File: src/rtl/uart_pkg.sv
// uart_pkg: definitions shared by the UART receive and transmit paths.
//   rx_state_t : receiver FSM state encoding
//   DATA_BITS  : payload bits per frame
//   bit_div()  : clocks per bit for a given clock/baud pair (truncating)
package uart_pkg;

  localparam int DATA_BITS = 8;

  typedef enum logic [2:0] {
    BREAK,
    IDLE,
    START,
    DATA,
    PARITY,
    STOP
  } rx_state_t;

  function automatic int bit_div(input int clk_hz, input int baud);
    return clk_hz / baud;
  endfunction

endpackage

File: src/rtl/uart_receive_sync_2ff.sv
// sync_2ff: two-flop synchronizer for a single asynchronous bit.
//   clk   : destination clock
//   rst_n : synchronous active-low reset, loads RESET_VAL into both flops
//   d     : asynchronous input
//   q     : synchronized output (2 cycles latency)
module sync_2ff #(
  parameter logic RESET_VAL = 1'b0
) (
  input  logic clk,
  input  logic rst_n,
  input  logic d,
  output logic q
);

  logic meta;

  always_ff @(posedge clk) begin
    if (!rst_n) begin
      meta <= RESET_VAL;
      q    <= RESET_VAL;
    end else begin
      meta <= d;
      q    <= meta;
    end
  end

endmodule

File: src/rtl/uart_receive.sv
// uart_receive: 8N1 UART receiver, LSB first, idle-high line.
//   CLOCK_50  : system clock, all logic on rising edge
//   RESET_N   : synchronous active-low reset
//   RX        : asynchronous serial input
//   data      : last good byte, held until the next good byte
//   newData   : one-cycle strobe, data valid in the same cycle
//   frameErr  : one-cycle strobe when the stop bit samples low
//   parityErr : one-cycle strobe on even-parity mismatch (0 unless built
//               with UART_RX_PARITY_EN)
//   busy      : high while the receiver is not idle
// Optional feature macro: UART_RX_PARITY_EN inserts an even-parity bit
// between the data bits and the stop bit.
module uart_receive
  import uart_pkg::*;
#(
  parameter int CLK_HZ = 50000000,
  parameter int BAUD   = 115200
) (
  input  logic       CLOCK_50,
  input  logic       RESET_N,
  input  logic       RX,
  output logic [7:0] data,
  output logic       newData,
  output logic       frameErr,
  output logic       parityErr,
  output logic       busy
);

  localparam int DIV  = bit_div(CLK_HZ, BAUD);
  localparam int HALF = DIV / 2;
  localparam int CW   = $clog2(DIV);

  localparam logic [CW-1:0] DIV_M1  = CW'(DIV - 1);
  localparam logic [CW-1:0] HALF_M1 = CW'(HALF - 1);
  localparam logic [2:0]    LAST_BIT = 3'(DATA_BITS - 1);

  rx_state_t              state;
  logic [CW-1:0]          cnt;
  logic [2:0]             bit_idx;
  logic [DATA_BITS-1:0]   shift;
  logic                   rxs;

  sync_2ff #(.RESET_VAL(1'b1)) u_sync (
    .clk   (CLOCK_50),
    .rst_n (RESET_N),
    .d     (RX),
    .q     (rxs)
  );

`ifdef UART_RX_PARITY_EN
  logic par_bad;
`else
  assign parityErr = 1'b0;
`endif

  // busy is registered alongside each state change so that it reads 0
  // straight out of reset even though the FSM parks in BREAK.
  always_ff @(posedge CLOCK_50) begin
    if (!RESET_N) begin
      state    <= BREAK;
      cnt      <= '0;
      bit_idx  <= '0;
      shift    <= '0;
      data     <= '0;
      newData  <= 1'b0;
      frameErr <= 1'b0;
      busy     <= 1'b0;
`ifdef UART_RX_PARITY_EN
      parityErr <= 1'b0;
      par_bad   <= 1'b0;
`endif
    end else begin
      newData  <= 1'b0;
      frameErr <= 1'b0;
`ifdef UART_RX_PARITY_EN
      parityErr <= 1'b0;
`endif
      case (state)
        BREAK: begin
          if (rxs) begin
            state <= IDLE;
            busy  <= 1'b0;
          end
        end
        IDLE: begin
          if (!rxs) begin
            state <= START;
            cnt   <= '0;
            busy  <= 1'b1;
          end
        end
        START: begin
          if (cnt == HALF_M1) begin
            cnt <= '0;
            if (!rxs) begin
              state   <= DATA;
              bit_idx <= '0;
            end else begin
              state <= IDLE;
              busy  <= 1'b0;
            end
          end else begin
            cnt <= cnt + 1'b1;
          end
        end
        DATA: begin
          if (cnt == DIV_M1) begin
            shift   <= {rxs, shift[DATA_BITS-1:1]};
            cnt     <= '0;
            bit_idx <= bit_idx + 3'd1;
            if (bit_idx == LAST_BIT) begin
`ifdef UART_RX_PARITY_EN
              state <= PARITY;
`else
              state <= STOP;
`endif
            end
          end else begin
            cnt <= cnt + 1'b1;
          end
        end
`ifdef UART_RX_PARITY_EN
        PARITY: begin
          if (cnt == DIV_M1) begin
            par_bad <= (rxs != ^shift);
            cnt     <= '0;
            state   <= STOP;
          end else begin
            cnt <= cnt + 1'b1;
          end
        end
`endif
        STOP: begin
          if (cnt == DIV_M1) begin
            cnt <= '0;
            if (rxs) begin
              state <= IDLE;
              busy  <= 1'b0;
`ifdef UART_RX_PARITY_EN
              if (par_bad) begin
                parityErr <= 1'b1;
              end else begin
                data    <= shift;
                newData <= 1'b1;
              end
`else
              data    <= shift;
              newData <= 1'b1;
`endif
            end else begin
              frameErr <= 1'b1;
              state    <= BREAK;
            end
          end else begin
            cnt <= cnt + 1'b1;
          end
        end
        default: begin
          state <= BREAK;
          cnt   <= '0;
        end
      endcase
    end
  end

endmodule
File: config.mk
export PLATFORM = sky130hd
export DESIGN_NAME = uart_receive
export DESIGN_NICKNAME = d
export VERILOG_FILES = /design/src/rtl/uart_pkg.sv /design/src/rtl/uart_receive_sync_2ff.sv /design/src/rtl/uart_receive.sv
export SDC_FILE = /design/constraint.sdc
export NUM_CORES = 1
export LEC_CHECK = 0
export ABC_AREA = 1
export CAP_MARGIN = 20
export CORE_MARGIN = 2
export CORE_UTILIZATION = 64
export CTS_BUF_LIST = sky130_fd_sc_hd__clkbuf_8
export DETAILED_ROUTE_END_ITERATION = 10
export GPL_TIMING_DRIVEN = 0
export PLACE_DENSITY = 0.86
export SLEW_MARGIN = 20
export SYNTH_ARGS = -nofsm -noshare
export SYNTH_HDL_FRONTEND = slang
export SYNTH_SLANG_ARGS = --single-unit
File: constraint.sdc
create_clock -name CLOCK_50 -period 2.6 [get_ports CLOCK_50]
set_input_delay 0.78 -clock CLOCK_50 [delete_from_list [all_inputs] [get_ports CLOCK_50]]
set_output_delay 0.78 -clock CLOCK_50 [all_outputs]
set_load 0.01 [all_outputs]
# After elaboration in Yosys (flattened, before gate mapping)
# Cells that the tools add are included.
[word_totals]
regBits = 36
input_bits = 3
output_inout_bits = 12
wordCells = 62
[classes]
n_eq_ne = 14
n_bitwise = 1
add_sub_neg = 2
n_reduce_logical = 11
n_mux = 24
[ops]
columns = ["cell", "count"]
rows = [
  ["$pmux 9 s4", 1],
  ["$mux 3", 9],
  ["$mux 9", 3],
  ["$pmux 3 s5", 1],
  ["$ne 2x2->1 const B", 6],
  ["$add 9x1->9 const B", 1],
  ["$eq 9x8->1 const B", 1],
  ["$eq 9x9->1 const B", 1],
  ["$reduce_and 4->1", 2],
  ["$mux 1", 7],
  ["$eq 3x2->1 const B", 2],
  ["$eq 3x3->1 const B", 2],
  ["$pmux 3 s2", 1],
  ["$reduce_and 3->1", 2],
  ["$reduce_and 6->1", 1],
  ["$pmux 1 s4", 1],
  ["$reduce_and 2->1", 2],
  ["$reduce_bool 4->1", 1],
  ["$add 3x1->3 const B", 1],
  ["$eq 3x1->1 const B", 1],
  ["$logic_not 3->1", 1],
  ["$mux 2", 1],
  ["$ne 2x1->1 const B", 1],
  ["$reduce_bool 2->1", 1],
  ["other kinds (2)", 2],
]

# Longest topological paths before layout
[logic_depth]
ltp_word = 4
depth_mapped = 12
mapped_depth_nobuf = 12

# Modules after synthesis
# A second synthesis with hierarchy kept.
[unflattened]
hier_cells = 246
area_unflattened_um2 = 1775.5
[modules_own_cells]
columns = ["module", "cells_each", "seq_area_each_um2", "n_inst", "area_each_um2"]
rows = [
  ["uart_receive", 240, 680.7, 1, 1720.4],
  ["sync_2ff", 6, 40.0, 1, 55.1],
]

# Least setup slack after synthesis
# Ideal clock, no wire load.
[synth_timing]
path_kind = "register -> register"
start = "register state[1]"
end = "register cnt[8]"
t_arrival_ps = 1409
setup_ps = 119
period_less_slack_ps = 1528
path_buffers = 1
slack_ps = 1072
required_ps = 2481
path_stages_with_launch = 11
cell_sequence = "dfxtp_1 > inv_2 > nand2_2 > nor2_1 > ha_1 > inv_1 > o21ai_1 > buf_2 > nor3_1 > xor2_1 > nor2_1"
[synth_between]
elab_chain_cells = 3
word_cells_on_any_way = 10
classes_between = "eq/ne: 5; mux: 1; bitwise: 1; reduce/logical: 3"
[synth_lines]
columns = ["item", "line", "rtl"]
rows = [
  ["start: declaration", "uart_receive.sv:37", "rx_state_t state;"],
  ["start signal: assignment", "uart_receive.sv:60", "state <= BREAK;"],
  ["start signal: assignment", "uart_receive.sv:81", "state <= IDLE;"],
  ["start signal: assignment", "uart_receive.sv:87", "state <= START;"],
  ["$eq 3x3->1, or another cell as far along", "uart_receive.sv:78", "case (state)"],
  ["$reduce_or 2->1 (no source line), or another cell as far along", "-", ""],
  ["$pmux 9 s4 / $reduce_and 2->1 (equally long branches)", "-", ""],
  ["end signal: assignment", "uart_receive.sv:103", "cnt <= cnt + 1'b1;"],
  ["end signal: assignment", "uart_receive.sv:119", "cnt <= cnt + 1'b1;"],
  ["end signal: assignment", "uart_receive.sv:155", "cnt <= cnt + 1'b1;"],
  ["end: declaration", "uart_receive.sv:38", "logic [CW-1:0] cnt;"],
]
# Several ways; a longest one is shown, not always the timed one.
# A chain may end at the register's enable or synchronous reset.

# Worst setup path after layout
[layout_timing]
start = "register data[4]"
end = "output port data[4]"
[layout_lines]
columns = ["item", "line", "rtl"]
rows = [
  ["start: declaration", "uart_receive.sv:22", "output logic [7:0] data,"],
  ["start signal: assignment", "uart_receive.sv:147", "data <= shift;"],
]
# No word-level cell between the ends.

==> results.sh <==
export IMPL_status="finished, final reports clean"
export IMPL_cpMaxStageDelayCell="clkdlybuf4s50_1"
export IMPL_synthFlopType="dfxtp_1"
export IMPL_pwr_share_clk_pct=25.8
export IMPL_grt_usage_pct=25.0
export IMPL_path_delay_family="buffers and inverters"
export IMPL_grt_max_degree=12
export IMPL_ant_nets=0
export IMPL_ys_warn_count=0
export IMPL_path_buf_inv=1
export IMPL_h_tree_depth=2
export IMPL_viasPerCell=5.17
export IMPL_path_cells="clkdlybuf4s50_1"
export IMPL_overflow=0
export IMPL_cts_root_buf="clkbuf_8"
export IMPL_drc=0
export IMPL_p_per_area_nw_per_um2=777
export IMPL_finalCriticalPeriod_ps=1980
export IMPL_met2_length_mm=1.63
export IMPL_drive_above_1_share_pct=14.2
export IMPL_synth_cell_types=28
export IMPL_synthArstFlopShare_pct=0
export IMPL_coreArea_um2=2690
export IMPL_max_freq_mhz=505
export IMPL_layoutNonFillerInstCount=298
export IMPL_cp_required_ps=1820
export IMPL_area_growth_pct=14.9
export IMPL_peakVddDrop_mv=0.682
export IMPL_placed_cell_area_um2=1940
export IMPL_grt_antenna_before_repair=0
export IMPL_synth_area_leaders="dfxtp_1 (41%), nand2_1 (9.8%), inv_1 (6.8%), nor2_1 (5.9%), a21oi_1 (5.1%)"
export IMPL_wl_met3_um=129
export IMPL_hold_buffers=0
export IMPL_dp_hpwl_mm=2.49
export IMPL_wire_per_inst_um=12.0
export IMPL_syn_nets=255
export IMPL_m1WireLength_mm=1.73
export IMPL_top_layer="met4"
export IMPL_die_w_um=56.6
export IMPL_p_comb_share_pct=33.9
export IMPL_multi_input_area_um2=860
export IMPL_skew_ps=3.16
export IMPL_clockBufferDepth=2
export IMPL_worstPathArrival_ps=1200
export IMPL_clock_sinks=36
export IMPL_dieArea_um2=3200
export IMPL_first_global_vias=1357
export IMPL_yosysSeqAreaShare_pct=40.7
export IMPL_clkTransAtPathRegs_ps=70
export IMPL_register_area_um2=721
export IMPL_intPower_uw=977
export IMPL_drt_wl_total_mm=3.57
export IMPL_ctsResizeCount=0
export IMPL_grt_pass1_wl_mm=6.11
export IMPL_synth_common_cells="nand2_1 (46), dfxtp_1 (36), inv_1 (32)"
export IMPL_slew_violations=0
export IMPL_portBuffers=13
export IMPL_crit_type="reg -> out"
export IMPL_synth_top_area_share_pct=40.7
export IMPL_slowest_delay_ps=550
export IMPL_crit_fanout=2
export IMPL_hold_class="reg -> reg"
export IMPL_synth_edf_count=0
export IMPL_cts_tree="yes"
export IMPL_p_sw_share_pct=38.1
export IMPL_p_leak_nw=0.866
export IMPL_final_area_um2=2030
export IMPL_syn_area_um2=1770
export IMPL_cts_setup_buffers=0
export IMPL_drv_cap=0
export IMPL_setup_slack_ps=619
export IMPL_end_kind="primary output"
export IMPL_p_switching_uw=601
export IMPL_p_seq_share_pct=40.3
export IMPL_pre_cts_slack_ps=525
export IMPL_rows=19
export IMPL_die_y_um=56.6
export IMPL_dr_pass1_iters=4
export IMPL_start_util_pct=65.9
export IMPL_synthCells=246
export IMPL_yosysMostFrequentCell="nand2_1"
export IMPL_drt_iter0_drc=66
export IMPL_ys_ff_latch=36
export IMPL_pin_count=15
export IMPL_worstSetupStartpointType="flop"
export IMPL_fill_cells=215
export IMPL_cts_made_buffers=5
export IMPL_synth_area_per_cell_um2=7.19
export IMPL_hold_viol_final=0
export IMPL_dpl_cell_count=290
export IMPL_rsz0062_at_grt="no"
export IMPL_vias=1540
export IMPL_fin_crit_sh_pct=76.2
export IMPL_num_nets_final=275
export IMPL_insertion_delay_ps=290
export IMPL_finalSetupViolations=0
export IMPL_synth_top_area_cell="dfxtp_1"
export IMPL_n_antenna_cell=0
export IMPL_globalplace_congestion=0.882
export IMPL_setup_tns_ps=0
==> cell usage in the layout (no fill, tap or decap) <==
master / n
a21oi_1: 18
a21oi_2: 2
buf_1: 1
buf_2: 1
buf_4: 2
buf_6: 2
clkbuf_1: 1
clkbuf_8: 6
clkdlybuf4s50_1: 13
clkinvlp_4: 1
conb_1: 1
dfxtp_1: 36
ha_1: 6
inv_1: 33
inv_2: 5
nand2_1: 46
nand2_2: 9
nand3_1: 14
nand3_2: 1
nand3b_1: 1
nand4_1: 1
nor2_1: 28
nor2_4: 3
nor3_1: 3
nor4_1: 1
o21ai_0: 15
o21ai_1: 7
o21ai_2: 4
o22ai_1: 1
or2_2: 2
xor2_1: 3
==> layer usage <==
metal / GRT usage, % / vias up
li1: - / 817
met1: 32.4 / 687
met2: 37.9 / 26
met3: 7.83 / 10
met4: 11.2 / 0
met5: 0 / -
==> cell type report <==
type,instances,share of cell area [%]
timing repair buffer,13,6.40
tap,31,1.91
buffer,7,2.46
clock inverter,2,0.554
multi-input combinational,166,42.3
clock buffer,6,4.06
sequential,36,35.5
inverter,37,6.83
==> kinds of logic (layout without fill, tap and decap cells) <==
group,Yosys count,after routing,synth area share [%]
flip-flops,36,36,40.7
XOR/XNOR,3,3,1.49
adder cells (fa/ha/maj),6,6,4.24
AO/OA/AOI/OAI,47,47,14.6
other,1,1,0.212
buffers and inverters,44,65,10.7
AND/OR/NAND/NOR,109,109,28.0
==> path summary, 6_finish.rpt <==
path         slack (ps)                   to                   start  cells after the start
min reg2reg         440  u_sync.q$_SDFF_PN1_  u_sync.meta$_SDFF_PN1_                      1
max reg2reg         730  cnt[8]$_SDFFE_PN0P_   state[1]$_SDFFE_PN0P_                     10
min                 440  u_sync.q$_SDFF_PN1_  u_sync.meta$_SDFF_PN1_                      1
max                 620              data[4]    data[4]$_SDFFE_PN0P_                      1
==> flip-flops by register name, indices dropped and copies added, names as in the netlist <==
signal / cells
newData: 1
u_sync.q: 1
u_sync.meta: 1
shift: 8
cnt: 9
state: 3
bit_idx: 3
frameErr: 1
busy: 1
data: 8
==> through the flow <==
stage | power (mW) | hold WS [ps] | utilization (%)
after floorplan | 1.06 | 393 | -
after global placement | 1.16 | 396 | 72.1
after detailed placement | 1.18 | 412 | 72.1
after CTS | 1.59 | 438 | 75.6
after global routing | 1.69 | 457 | 75.6
final | 1.58 | 437 | 75.6
==> power groups by stage <==
stage          logic [mW]  clock network [mW]  registers [mW]
6_report            0.535               0.407           0.637
5_1_grt             0.609               0.438           0.644
4_1_cts             0.533               0.418           0.636
3_5_place_dp        0.529                   0           0.649
3_3_place_gp        0.514                   0           0.646
2_1_floorplan       0.420                   0           0.640
==> worst register-to-register path: stages (launching register included) <==
cell and delay [ps]:
dfxtp_1 410, inv_2 70, nand2_2 130, nor2_1 80, ha_1 180, inv_1 70, o21ai_1 80, buf_2 200
nor3_1 280, xor2_1 210, nor2_1 60
Power figures use the tool's default switching activity.
